===== src/rtl/axi_write_slave.sv =====
// AXI write-channel slave: AW requests are queued in a FIFO, each burst's W beats go out on a simple
// memory write port, and one B response is returned per burst in acceptance order.
module axi_write_slave #(
  parameter int ID_WIDTH   = 4,
  parameter int ADDR_WIDTH = 32,
  parameter int DATA_WIDTH = 32,
  parameter int AW_DEPTH   = 4
) (
  input  logic                    sig_clock,
  input  logic                    sig_reset,
  input  logic [ID_WIDTH-1:0]     awid,
  input  logic [ADDR_WIDTH-1:0]   awaddr,
  input  logic [7:0]              awlen,
  input  logic [2:0]              awsize,
  input  logic [1:0]              awburst,
  input  logic                    awvalid,
  output logic                    awready,
  input  logic [DATA_WIDTH-1:0]   wdata,
  input  logic [DATA_WIDTH/8-1:0] wstrb,
  input  logic                    wlast,
  input  logic                    wvalid,
  output logic                    wready,
  output logic [ID_WIDTH-1:0]     bid,
  output logic [1:0]              bresp,
  output logic                    bvalid,
  input  logic                    bready,
  output logic                    mem_we,
  output logic [ADDR_WIDTH-1:0]   mem_addr,
  output logic [DATA_WIDTH-1:0]   mem_wdata,
  output logic [DATA_WIDTH/8-1:0] mem_wstrb
);
  localparam int STRB_WIDTH = DATA_WIDTH / 8;
  localparam int PTR_W      = (AW_DEPTH > 1) ? $clog2(AW_DEPTH) : 1;
  localparam int CNT_W      = PTR_W + 1;

  localparam logic [1:0] RESP_OKAY   = 2'b00;
  localparam logic [1:0] RESP_SLVERR = 2'b10;
  localparam logic [1:0] BURST_INCR  = 2'b01;

  typedef struct packed {
    logic [ID_WIDTH-1:0]   id;
    logic [ADDR_WIDTH-1:0] addr;
    logic [7:0]            len;
    logic [2:0]            size;
    logic [1:0]            burst;
  } aw_req_t;

  typedef enum logic [1:0] {S_IDLE, S_DATA, S_RESP} state_t;

  // AW queue
  aw_req_t          fifo_q [AW_DEPTH];
  aw_req_t          fifo_d [AW_DEPTH];
  logic [PTR_W-1:0] wr_ptr_q, wr_ptr_d;
  logic [PTR_W-1:0] rd_ptr_q, rd_ptr_d;
  logic [CNT_W-1:0] cnt_q, cnt_d;
  aw_req_t          head;
  logic             push, pop;

  // Burst context
  state_t                state_q, state_d;
  logic [ID_WIDTH-1:0]   id_q, id_d;
  logic [ADDR_WIDTH-1:0] addr_q, addr_d;
  logic [7:0]            len_q, len_d;
  logic [2:0]            size_q, size_d;
  logic [1:0]            burst_q, burst_d;
  logic [7:0]            beat_q, beat_d;
  logic                  aw_err_q, aw_err_d;
  logic                  wl_err_q, wl_err_d;
  logic                  last_beat;

  // Registered outputs
  logic                  wready_q, wready_d;
  logic                  bvalid_q, bvalid_d;
  logic [ID_WIDTH-1:0]   bid_q, bid_d;
  logic [1:0]            bresp_q, bresp_d;
  logic                  mem_we_q, mem_we_d;
  logic [ADDR_WIDTH-1:0] mem_addr_q, mem_addr_d;
  logic [DATA_WIDTH-1:0] mem_wdata_q, mem_wdata_d;
  logic [STRB_WIDTH-1:0] mem_wstrb_q, mem_wstrb_d;

  // Gated by reset so the port reads low while reset is held, not just after the first edge.
  assign awready = !sig_reset && (cnt_q != CNT_W'(AW_DEPTH));
  assign push    = awvalid && awready;
  assign pop     = (state_q == S_IDLE) && (cnt_q != '0);
  assign head    = fifo_q[rd_ptr_q];

  always_comb begin
    fifo_d   = fifo_q;
    wr_ptr_d = wr_ptr_q;
    rd_ptr_d = rd_ptr_q;
    if (push) begin
      fifo_d[wr_ptr_q] = '{id: awid, addr: awaddr, len: awlen, size: awsize, burst: awburst};
      wr_ptr_d         = wr_ptr_q + PTR_W'(1);
    end
    if (pop) rd_ptr_d = rd_ptr_q + PTR_W'(1);
    cnt_d = cnt_q + CNT_W'(push) - CNT_W'(pop);
  end

  assign last_beat = (beat_q == len_q);

  always_comb begin
    state_d     = state_q;
    id_d        = id_q;
    addr_d      = addr_q;
    len_d       = len_q;
    size_d      = size_q;
    burst_d     = burst_q;
    beat_d      = beat_q;
    aw_err_d    = aw_err_q;
    wl_err_d    = wl_err_q;
    wready_d    = wready_q;
    bvalid_d    = bvalid_q;
    bid_d       = bid_q;
    bresp_d     = bresp_q;
    mem_we_d    = 1'b0;
    mem_addr_d  = mem_addr_q;
    mem_wdata_d = mem_wdata_q;
    mem_wstrb_d = mem_wstrb_q;
    case (state_q)
      S_IDLE: begin
        if (pop) begin
          id_d     = head.id;
          addr_d   = head.addr;
          len_d    = head.len;
          size_d   = head.size;
          burst_d  = head.burst;
          beat_d   = '0;
          // WRAP and reserved bursts, and beats wider than the bus, are refused
          aw_err_d = head.burst[1] || ((32'd1 << head.size) > 32'(STRB_WIDTH));
          wl_err_d = 1'b0;
          wready_d = 1'b1;
          state_d  = S_DATA;
        end
      end
      S_DATA: begin
        if (wvalid && wready_q) begin
          mem_we_d    = !aw_err_q;
          mem_addr_d  = addr_q;
          mem_wdata_d = wdata;
          mem_wstrb_d = wstrb;
          if (burst_q == BURST_INCR) addr_d = addr_q + (ADDR_WIDTH'(1) << size_q);
          beat_d = beat_q + 8'd1;
          // A misplaced wlast only poisons the response; the beats are still written.
          if (wlast != last_beat) wl_err_d = 1'b1;
          if (last_beat) begin
            wready_d = 1'b0;
            bvalid_d = 1'b1;
            bid_d    = id_q;
            bresp_d  = (aw_err_q || wl_err_q || (wlast != last_beat)) ? RESP_SLVERR : RESP_OKAY;
            state_d  = S_RESP;
          end
        end
      end
      S_RESP: begin
        if (bready) begin
          bvalid_d = 1'b0;
          state_d  = S_IDLE;
        end
      end
      default: state_d = S_IDLE;
    endcase
  end

  always_ff @(posedge sig_clock or posedge sig_reset) begin
    if (sig_reset) begin
      for (int i = 0; i < AW_DEPTH; i++) fifo_q[i] <= '0;
      wr_ptr_q    <= '0;
      rd_ptr_q    <= '0;
      cnt_q       <= '0;
      state_q     <= S_IDLE;
      id_q        <= '0;
      addr_q      <= '0;
      len_q       <= '0;
      size_q      <= '0;
      burst_q     <= '0;
      beat_q      <= '0;
      aw_err_q    <= 1'b0;
      wl_err_q    <= 1'b0;
      wready_q    <= 1'b0;
      bvalid_q    <= 1'b0;
      bid_q       <= '0;
      bresp_q     <= '0;
      mem_we_q    <= 1'b0;
      mem_addr_q  <= '0;
      mem_wdata_q <= '0;
      mem_wstrb_q <= '0;
    end else begin
      fifo_q      <= fifo_d;
      wr_ptr_q    <= wr_ptr_d;
      rd_ptr_q    <= rd_ptr_d;
      cnt_q       <= cnt_d;
      state_q     <= state_d;
      id_q        <= id_d;
      addr_q      <= addr_d;
      len_q       <= len_d;
      size_q      <= size_d;
      burst_q     <= burst_d;
      beat_q      <= beat_d;
      aw_err_q    <= aw_err_d;
      wl_err_q    <= wl_err_d;
      wready_q    <= wready_d;
      bvalid_q    <= bvalid_d;
      bid_q       <= bid_d;
      bresp_q     <= bresp_d;
      mem_we_q    <= mem_we_d;
      mem_addr_q  <= mem_addr_d;
      mem_wdata_q <= mem_wdata_d;
      mem_wstrb_q <= mem_wstrb_d;
    end
  end

  assign wready    = wready_q;
  assign bvalid    = bvalid_q;
  assign bid       = bid_q;
  assign bresp     = bresp_q;
  assign mem_we    = mem_we_q;
  assign mem_addr  = mem_addr_q;
  assign mem_wdata = mem_wdata_q;
  assign mem_wstrb = mem_wstrb_q;

endmodule


===== config.mk =====
export PLATFORM = sky130hd
export DESIGN_NAME = axi_write_slave
export DESIGN_NICKNAME = d
export VERILOG_FILES = /design/src/rtl/axi_write_slave.sv
export SDC_FILE = /design/constraint.sdc
export NUM_CORES = 1
export LEC_CHECK = 0
export CAP_MARGIN = 30
export CORE_ASPECT_RATIO = 0.75
export CORE_MARGIN = 1
export CORE_UTILIZATION = 57
export CTS_BUF_LIST = sky130_fd_sc_hd__clkbuf_16
export DETAILED_ROUTE_END_ITERATION = 12
export GPL_ROUTABILITY_DRIVEN = 0
export HOLD_SLACK_MARGIN = 0.03
export PLACE_DENSITY = 0.8
export REMOVE_ABC_BUFFERS = 1
export SETUP_SLACK_MARGIN = 0.4
export SLEW_MARGIN = 20
export SYNTH_ARGS = -nofsm -noshare
export SYNTH_HDL_FRONTEND = slang
export SYNTH_SLANG_ARGS = --single-unit

===== constraint.sdc =====
create_clock -name sig_clock -period 18.75 [get_ports sig_clock]
set_input_delay 5.625 -clock sig_clock [delete_from_list [all_inputs] [get_ports sig_clock]]
set_output_delay 5.625 -clock sig_clock [all_outputs]
set_load 0.02 [all_outputs]

==> impl_metrics.yaml <==
floorplan:
  die_height_um: 145
  ios: 169
  floorplan.rows: 51
  fp.dieW_um: 192
  die_area_um2: 27800
  design.core.area_um2: 26300
  floorplan.initialDensity: 0.588
timing:
  setup_repair_after_global_routing_missed_its_margin: "false"
  fin_tns_setup_ns: 0
  timing.fmax_ghz: 0.0795
  timing.clock.skew_ns: 0.0183
  timing.final.max_slew_violations: 0
  whs_ns: 0.473
  setup_slack_ns: 6.17
  fin_crit_sh: 0.671
  maxSlewHeadroom: 0.310
  final_hold_violations: 0
  setup_violations: 0
  min_period_ns: 12.58
  worst-slew-pin-transition_ns: 1.03
clock_network:
  clk_pin_slew_worst_paths_ns: 0.06
  ctsHoldBuffers: 0
  cts_tree: "yes"
  cts_max_level: 2
  cts.repair_timing.setup_buffer_count: 0
  clk_path_buf_depth: 3
  ctsResizeCount: 0
  clock_sink_count: 340
  clock_insertion_delay_worst_skew_ns: 0.52
  cts-buffers-inserted: 34
  root_buffer: "sky130_fd_sc_hd__clkbuf_16"
drt:
  detail_route.iter0.violations: 813
  dr_wl_cell_um: 19.6
  route.final.wire_length_um: 34700
  route.detailed.vias_per_inst: 5.87
  drt_first_pass_iters: 5
  drcViolationCount: 0
  detailroute.via_count: 10400
  route.antenna.remaining_nets: 0
logic_synthesis:
  yosys_warnings: 0
  synth.avg_cell_area_um2: 12.2
  synth_top_family_by_area: "multiplexers"
  asyncSetResetFlopFracSynth: 1.00
  synthesis.instances: 1263
  synth-main-ff-cell: "sky130_fd_sc_hd__dfrtp_1"
  fraction_of_the_mapped_netlist_area_in_simple_logic_gates: 0.118
  yosys.area_share.adder: 0.0147
  yosysSeqAreaShare: 0.550
  synth_area_um2: 15500
  count_of_state_elements_after_synthesis: 340
  multiplexer_share_of_the_synthesized_area: 0.218
  synth_compound_area_frac: 0.0559
  synthDistinctLibCells: 72
  synth-edff-count: 0
  synth-xor-area-share: 0.0125
critical_path:
  slowest_delay_ns: 0.63
  number_of_buffers_and_inverters_on_the_critical_path: 2
  critical_path.cell_chain: "clkdlybuf4s50_1 -> a21oi_1 -> clkdlybuf4s50_1"
  timing.critical_path.arrival_ns: 6.95
  start_kind: "input port"
  critPathCaptureType: "output port"
  critPathSlowestCell: "sky130_fd_sc_hd__clkdlybuf4s50_1"
  worst_ep_required_time_ns: 13.12
  crit_fanout: 2
  critPathKind: "in2out"
  worst_path_dominant_cell_family: "buffers and inverters"
  worst_path_most_repeated_cell: "sky130_fd_sc_hd__clkdlybuf4s50_1"
flow_run:
  drv_cap: 0
place:
  pre_cts_slack_ns: 6.17
  placed_cells_incl_taps: 1710
  buffer_ports.inserted: 167
  post-dp-hpwl_um: 21200
finish:
  design.final.nets: 1510
  antenna-diode-count: 0
  flow.area_growth_from_synthesis_pct: 19.5
  fill_cells: 1861
  layout-drive-gt1-share: 0.0890
  final-instance-count-excl-fill: 1771
global_route:
  grt_start_max_net_pins: 188
  grt_remaining_overflow: 0
  grt_use_total: 0.260
  number_of_global_route_vias_before_repair: 10500
  number_of_antenna_violations_at_the_first_check_in_global_routing: 1
  grt_first_pass_wirelength_um: 56000
power_and_ir_drop:
  pwr_density_cell_nw_per_um2: 168
  leakagePower_nw: 8.35
  vdd_ir_drop_max_mv: 0.0833
status:
  run_status: "complete, no violations"
min_path:
  class_of_the_tightest_hold_or_removal_check: "reg2reg"
-- cells in the final DEF, fill, tap and decap left out, types with 9 or more instances in the layout --
cell type	n
sky130_fd_sc_hd__nand4_1	9
sky130_fd_sc_hd__ha_1	15
sky130_fd_sc_hd__clkdlybuf4s50_1	167
sky130_fd_sc_hd__a21oi_1	23
sky130_fd_sc_hd__mux2_1	200
sky130_fd_sc_hd__o21ai_0	13
sky130_fd_sc_hd__dfrtp_1	338
sky130_fd_sc_hd__nor2_1	45
sky130_fd_sc_hd__inv_1	26
sky130_fd_sc_hd__clkinv_1	9
sky130_fd_sc_hd__buf_4	10
sky130_fd_sc_hd__nand3_1	23
sky130_fd_sc_hd__and3_1	11
sky130_fd_sc_hd__clkbuf_16	37
sky130_fd_sc_hd__nand2_1	267
sky130_fd_sc_hd__mux4_2	49
sky130_fd_sc_hd__o21ai_1	15
sky130_fd_sc_hd__xnor2_1	18
sky130_fd_sc_hd__nor3_1	10
-- worst register-to-register path: cells and delay by family (launching register included) --
family | cells | cell delay (ns)
compound gates | 3 | 1.00
fa+ha+maj | 1 | 0.45
flops | 1 | 0.48
simple gates | 3 | 1.04
-- layout make-up --
type | instances | area (um^2) | share of cell area
Timing Repair Buffer | 180 | 1820 | 0.0986
Inverter | 21 | 86.3 | 0.00467
Tap cell | 344 | 430 | 0.0233
Multi-Input combinational cell | 825 | 6520 | 0.353
Sequential cell | 340 | 8510 | 0.461
Clock inverter | 24 | 175 | 0.00948
Clock buffer | 37 | 926 | 0.0501
-- report_power, final --
group,switching (mW),internal (mW),total (mW),leakage [nW]
sequential,0.208,1.07,1.27,4.18
clock,0.280,0.395,0.675,0.569
combinational,0.597,0.565,1.16,3.61
total,1.09,2.03,3.11,8.35
-- sequential cells by signal, indices dropped and copies added (netlist names), 3 cells and up --
signal,cells
addr_q,32
beat_q,8
bid,4
cnt_q,3
fifo_q,196
id_q,4
len_q,8
mem_addr,32
mem_wdata,32
mem_wstrb,4
size_q,3
-- layer usage --
metal | vias up | track usage | wire length, um
met5 | - | 0 | 13
met4 | 2 | 0.0779 | 758
met3 | 57 | 0.0366 | 1890
met2 | 300 | 0.416 | 16100
met1 | 5300 | 0.371 | 15900
li1 | 4734 | - | -
-- Yosys cell counts, types with 3 or more instances --
cell type                  instances  area (um^2)
sky130_fd_sc_hd__mux4_2           49         1100
sky130_fd_sc_hd__ha_1             15          188
sky130_fd_sc_hd__a311oi_1          7         61.3
sky130_fd_sc_hd__nor3b_1           6         45.0
sky130_fd_sc_hd__buf_1             9         33.8
sky130_fd_sc_hd__inv_1            20         75.1
sky130_fd_sc_hd__nor3_1           10         50.1
sky130_fd_sc_hd__a21o_1            4         30.0
sky130_fd_sc_hd__buf_2            30          150
sky130_fd_sc_hd__nand3_1          23          115
sky130_fd_sc_hd__o211ai_1          7         52.6
sky130_fd_sc_hd__and2_1            6         37.5
sky130_fd_sc_hd__dfrtp_1         340         8510
sky130_fd_sc_hd__nor2_1           46          173
sky130_fd_sc_hd__o21ai_0          13         65.1
sky130_fd_sc_hd__xnor2_1          18          158
sky130_fd_sc_hd__buf_6             5         56.3
sky130_fd_sc_hd__o22a_1            4         35.0
sky130_fd_sc_hd__nand2_1         267         1000
sky130_fd_sc_hd__a41oi_1           3         26.3
sky130_fd_sc_hd__mux2_1          200         2250
sky130_fd_sc_hd__or3_1             4         25.0
sky130_fd_sc_hd__nand4_1           9         56.3
sky130_fd_sc_hd__clkbuf_1         27          101
sky130_fd_sc_hd__and3_1           11         68.8
sky130_fd_sc_hd__and4_1            4         35.0
sky130_fd_sc_hd__nand2_2           4         25.0
sky130_fd_sc_hd__buf_4             6         45.0
sky130_fd_sc_hd__nor2b_1           3         18.8
sky130_fd_sc_hd__o32a_1            3         30.0
sky130_fd_sc_hd__a211oi_1          8         60.1
sky130_fd_sc_hd__o211a_1           4         40.0
sky130_fd_sc_hd__a21oi_1          23          115
sky130_fd_sc_hd__a31oi_1           7         43.8
sky130_fd_sc_hd__o21ai_1          15         75.1
sky130_fd_sc_hd__xor2_1            4         35.0
sky130_fd_sc_hd__nand2b_1          3         18.8
-- logic make-up (layout without fill, tap and decap cells) --
group	after synthesis	after routing
other cells	1	1
compound gates	121	121
fa+ha+maj	17	17
mux	251	251
simple gates	413	413
xor+xnor	22	22
buf+inv	98	262
flops	340	340
-- final timing paths --
kind,slack (ns),end,depth (start not counted),from
worst max-delay path,6.17,awready,3,sig_reset
worst min-delay path,0.47,mem_wdata[23],2,mem_wdata[23]
worst max register to register,15.63,addr_q[22],7,size_q[0]
worst min register to register,0.47,mem_wdata[23],2,mem_wdata[23]
max in group asynchronous,11.78,fifo_q[161],3,sig_reset
min in group asynchronous,5.59,fifo_q[138],2,sig_reset
-- through the flow --
step	total power [mW]	utilization	cell area (um^2)
after floorplan	2.02	-	15100
after global placement	2.37	0.659	17300
after detailed placement	2.45	0.661	17400
after CTS	3.14	0.703	18500
after global routing	3.31	0.703	18500
final	3.11	0.703	18500
Power figures use the tool's default switching activity.
